File: src/rtl/phys_reg_free_list.sv
// Circular free list of physical registers with speculative and committed heads.
// Grants one register per cycle, marks it busy, and rolls back uncommitted grants on flush.
module phys_reg_free_list #(
    parameter int NUM_PHYS_REGS = 64,
    parameter int NUM_ARCH_REGS = 32,
    parameter int LOG_PHYS      = $clog2(NUM_PHYS_REGS)
) (
    input  logic                CLK,
    input  logic                RESET,
    input  logic                Alloc_IN,
    output logic                AllocReady_OUT,
    output logic [LOG_PHYS-1:0] AllocReg_OUT,
    input  logic                Commit_IN,
    input  logic                Free_IN,
    input  logic [LOG_PHYS-1:0] FreeReg_IN,
    input  logic                Flush_IN,
    output logic [LOG_PHYS-1:0] BusyReg_OUT,
    output logic                SetBusy_OUT,
    output logic                BusyValue_OUT,
    output logic [LOG_PHYS:0]   FreeCount_OUT,
    output logic                Overflow_OUT,
    output logic                Underflow_OUT
);

    localparam logic [LOG_PHYS:0] PTR_ONE  = (LOG_PHYS+1)'(1);
    localparam logic [LOG_PHYS:0] FULL_CNT = (LOG_PHYS+1)'(NUM_PHYS_REGS);
    localparam logic [LOG_PHYS:0] INIT_TAIL = (LOG_PHYS+1)'(NUM_PHYS_REGS - NUM_ARCH_REGS);

    logic [LOG_PHYS-1:0] r_fl [NUM_PHYS_REGS];
    logic [LOG_PHYS:0]   r_head;
    logic [LOG_PHYS:0]   r_chead;
    logic [LOG_PHYS:0]   r_tail;
    logic                r_ovf;
    logic                r_udf;

    logic                w_empty;
    logic                w_full;
    logic                w_acc;
    logic                w_commit_ok;
    logic                w_free_ok;
    logic [LOG_PHYS:0]   w_chead_nxt;
    logic [LOG_PHYS:0]   w_head_nxt;

    always_comb begin
        w_empty     = (r_head == r_tail);
        w_full      = ((r_tail - r_head) == FULL_CNT);
        w_acc       = Alloc_IN & ~w_empty & ~Flush_IN;
        w_commit_ok = Commit_IN & (r_head != r_chead);
        w_free_ok   = Free_IN & ~w_full;
        w_chead_nxt = r_chead;
        if (w_commit_ok)
            w_chead_nxt = r_chead + PTR_ONE;
        // Flush rolls back to the committed head, including this cycle's commit.
        w_head_nxt = r_head;
        if (Flush_IN)
            w_head_nxt = w_chead_nxt;
        else if (w_acc)
            w_head_nxt = r_head + PTR_ONE;
    end

    assign AllocReady_OUT = ~w_empty;
    assign AllocReg_OUT   = r_fl[r_head[LOG_PHYS-1:0]];
    assign SetBusy_OUT    = w_acc;
    assign BusyReg_OUT    = AllocReg_OUT;
    assign BusyValue_OUT  = 1'b1;
    assign FreeCount_OUT  = r_tail - r_head;
    assign Overflow_OUT   = r_ovf;
    assign Underflow_OUT  = r_udf;

    always_ff @(posedge CLK) begin
        if (!RESET) begin
            for (int i = 0; i < NUM_PHYS_REGS; i++) begin
                if (i < NUM_PHYS_REGS - NUM_ARCH_REGS)
                    r_fl[i] <= LOG_PHYS'(NUM_ARCH_REGS + i);
                else
                    r_fl[i] <= '0;
            end
            r_head  <= '0;
            r_chead <= '0;
            r_tail  <= INIT_TAIL;
            r_ovf   <= 1'b0;
            r_udf   <= 1'b0;
        end else begin
            r_head  <= w_head_nxt;
            r_chead <= w_chead_nxt;
            if (w_free_ok) begin
                r_fl[r_tail[LOG_PHYS-1:0]] <= FreeReg_IN;
                r_tail <= r_tail + PTR_ONE;
            end
            if (Free_IN && w_full)
                r_ovf <= 1'b1;
            if (Commit_IN && !w_commit_ok)
                r_udf <= 1'b1;
        end
    end

endmodule

File: config.mk
export PLATFORM = sky130hd
export DESIGN_NAME = phys_reg_free_list
export DESIGN_NICKNAME = d
export VERILOG_FILES = /design/src/rtl/phys_reg_free_list.sv
export SDC_FILE = /design/constraint.sdc
export NUM_CORES = 1
export LEC_CHECK = 0
export CAP_MARGIN = 0
export CORE_ASPECT_RATIO = 1.2
export CORE_MARGIN = 4
export CORE_UTILIZATION = 35
export DETAILED_ROUTE_END_ITERATION = 8
export SLEW_MARGIN = 5
export SYNTH_ARGS = -nofsm -noshare
export SYNTH_HDL_FRONTEND = slang
export SYNTH_SLANG_ARGS = --single-unit
File: constraint.sdc
create_clock -name CLK -period 4.7 [get_ports CLK]
set_input_delay 0.94 -clock CLK [delete_from_list [all_inputs] [get_ports CLK]]
set_output_delay 0.94 -clock CLK [all_outputs]
set_load 0.02 [all_outputs]
==> results.json <==
{
  "insertion_delay_ns": 0.57,
  "totalWireLength_um": 53830,
  "status": "complete, no violations",
  "grt_pass1_wl_um": 80050,
  "multi_input_area_um2": 6583,
  "core_area_um2": 54690,
  "portBuffers": 34,
  "drtIter0Drc": 1175,
  "antenna_found_initial": 0,
  "syn_nets": 1411,
  "ir_worst_vdd_uv": 221.3,
  "drive_above_1_share_pct": 19.97,
  "gp_congestion": 0.8310,
  "synth_cell_types": 59,
  "layout_commonest_cell": "edfxtp_1",
  "period_share_pct": 96.98,
  "rsz0062_at_grt": "false",
  "grt-ovfl-total": 0,
  "fin_skew_ns": 0.02799,
  "seq_area_um2": 12120,
  "grt_max_degree": 58,
  "synth.top_cell.area_share_pct": 59.76,
  "min_path_type": "flop to flop",
  "slew_headroom_pct": 13.02,
  "leakagePower_nw": 6.410,
  "cp_max_fo": 19,
  "synth-async-reset-ratio_pct": 0,
  "grt_pass1_vias": 12386,
  "dp_hpwl_um": 36040,
  "yosys.area.top_type": "edfxtp_1",
  "synth_edf_count": 384,
  "hold_buffers": 0,
  "fmax_mhz": 219.4,
  "fin_util_pct": 40.15,
  "setup_viol": 0,
  "tightestPinTransition_ns": 1.294,
  "dieWidth_um": 222.3,
  "start_util_pct": 35.28,
  "ant_nets": 0,
  "cts-root-buf": "clkbuf_16",
  "antenna_cells": 0,
  "avgRoutedWirePerCell_um": 24.67,
  "path_clk_slew_ns": 0.07,
  "place_area_um2": 20640,
  "ios": 36,
  "grt_usage_pct": 18.02,
  "critical_path_class": "flop to output port",
  "die_h_um": 265.2,
  "slew_violations": 0,
  "drt_pre_antenna_iters": 5,
  "vias": 12085,
  "max_cap_violations": 0,
  "fillerInstances": 4988,
  "rows": 94,
  "die_area_um2": 58960,
  "cts_buffers": 42,
  "drc": 0,
  "critPathCaptureType": "output port",
  "ys_top_cells_by_area": "edfxtp_1 (60%), mux4_2 (14%), nor2_1 (5.0%), nand2_1 (3.4%), dfxtp_1 (3.0%)",
  "avgSynthCellArea_um2": 13.89,
  "syn_area_um2": 19290,
  "cts_buffer_depth": 3,
  "cts.sinks": 413,
  "critPathArrivalTime_ns": 3.62,
  "finalHoldViolCount": 0,
  "fin_area_um2": 21960,
  "ys_seq_area_share_pct": 62.77,
  "power_density_nw_per_um2": 397.3,
  "startpoint_type": "flop",
  "final_cell_mix": "edfxtp_1 (384), nor2_1 (256), nand2_1 (175)",
  "fin_crit_ns": 4.558,
  "syn-instance-count": 1389,
  "min_path_cells": 1,
  "cts_tree": "built",
  "synth-seq-cells": 413,
  "yosys_warnings": 0,
  "cp_data_required_time_ns": 3.76,
  "final.setup.tns_ns": 0,
  "synth-main-ff-cell": "edfxtp_1",
  "fin_nets": 1452,
  "h-tree-depth": 2,
  "viasPerCell": 5.538,
  "syn_to_final_growth_pct": 13.81,
  "r2r_cells": 11
}
-- worst max-delay path: stages (launching register included) --
cell	delay [ns]
dfxtp_4	0.66
buf_12	0.26
mux4_2	0.52
mux4_2	0.51
o22ai_1	0.34
nor2_1	0.17
clkdlybuf4s50_1	0.57
-- cell usage after synthesis, types with 5 or more instances --
cell type and number:
edfxtp_1 384, nor2_1 256, nand2_1 175, mux4_2 120, clkbuf_1 52, o31ai_1 49
nor3_1 47, buf_2 42, dfxtp_1 29, o21ai_0 21, xnor2_1 17, nor2b_1 14
inv_1 12, nand2b_1 12, nand3_1 12, o22ai_1 12, a21oi_1 11, buf_4 10
ha_1 9, nand4_1 9, and3_1 7, mux2i_1 7, o2111ai_2 7, buf_1 6
or3_1 5, xor2_1 5
-- where the power goes --
part           switching [mW]  internal, mW  leakage (nW)
combinational           0.692         0.561          1.97
clock                    1.43          1.82         0.632
sequential              0.111          4.11          3.81
-- path summary, 6_finish.rpt --
| check | from | end | slack (ns) |
|---|---|---|---|
| max | flop | BusyReg_OUT[5] | 0.14 |
| min | Overflow_OUT$_SDFFE_PN0P_ | Overflow_OUT$_SDFFE_PN0P_ | 0.48 |
| max reg2reg | r_tail[0]$_SDFFE_PN0P_ | r_fl[45][1]$_SDFFCE_PN0P_ | 0.46 |
| min reg2reg | Overflow_OUT$_SDFFE_PN0P_ | Overflow_OUT$_SDFFE_PN0P_ | 0.48 |
-- what timing repair did --
| action | 4_1_cts | 5_1_grt |
|---|---|---|
| gates resized for setup | 0 | 1 |
| endpoints found under the setup margin | 0 | 12 |
| buffers inserted | 0 | 0 |
-- routing by layer --
layer  wire, um  up-vias  GRT usage (%)
met5          0        -              0
met4       2087        0          6.532
met1      20290     6086          22.23
li1           -     5306              -
met2      27380      571          31.75
met3       4073      122          3.455
-- cell families after synthesis --
| kind of cell | count (synthesis) | synth area share (%) |
|---|---|---|
| fa+ha+maj | 10 | 0.6874 |
| mux | 128 | 14.43 |
| compound gates | 127 | 5.564 |
| flops | 413 | 62.77 |
| simple gates | 561 | 12.38 |
| other cells | 1 | 0.01944 |
| xor+xnor | 22 | 0.9986 |
| buf+inv | 127 | 3.151 |
-- registers in the layout (all words and copies together), names as in the netlist, named ones only --
name           count
r_fl             384
r_chead            7
r_head             7
r_tail             7
Overflow_OUT       1
Underflow_OUT      1
-- cell type report --
| type | count | share of cell area [%] |
|---|---|---|
| repair buffers | 112 | 4.552 |
| inverters | 12 | 0.2051 |
| well taps | 720 | 4.102 |
| clock inverters | 21 | 0.8205 |
| multi-input cells | 849 | 29.98 |
| clock buffers | 55 | 5.151 |
| flip-flops and latches | 413 | 55.19 |
-- per-stage QoR --
step | hold slack, ns | total power, mW | cells | worst slack, ns
final | 0.4818 | 8.725 | 2182 | 0.1421
after global routing | 0.5059 | 9.009 | 2182 | 0.000002220
after CTS | 0.4856 | 8.771 | 2182 | 0.01659
after detailed placement | 0.4655 | 5.561 | 2106 | 0.4404
after global placement | 0.4539 | 5.549 | 2106 | 0.5492
after floorplan | 0.4544 | 5.113 | 1389 | 0.8929
Power figures use the tool's default switching activity.
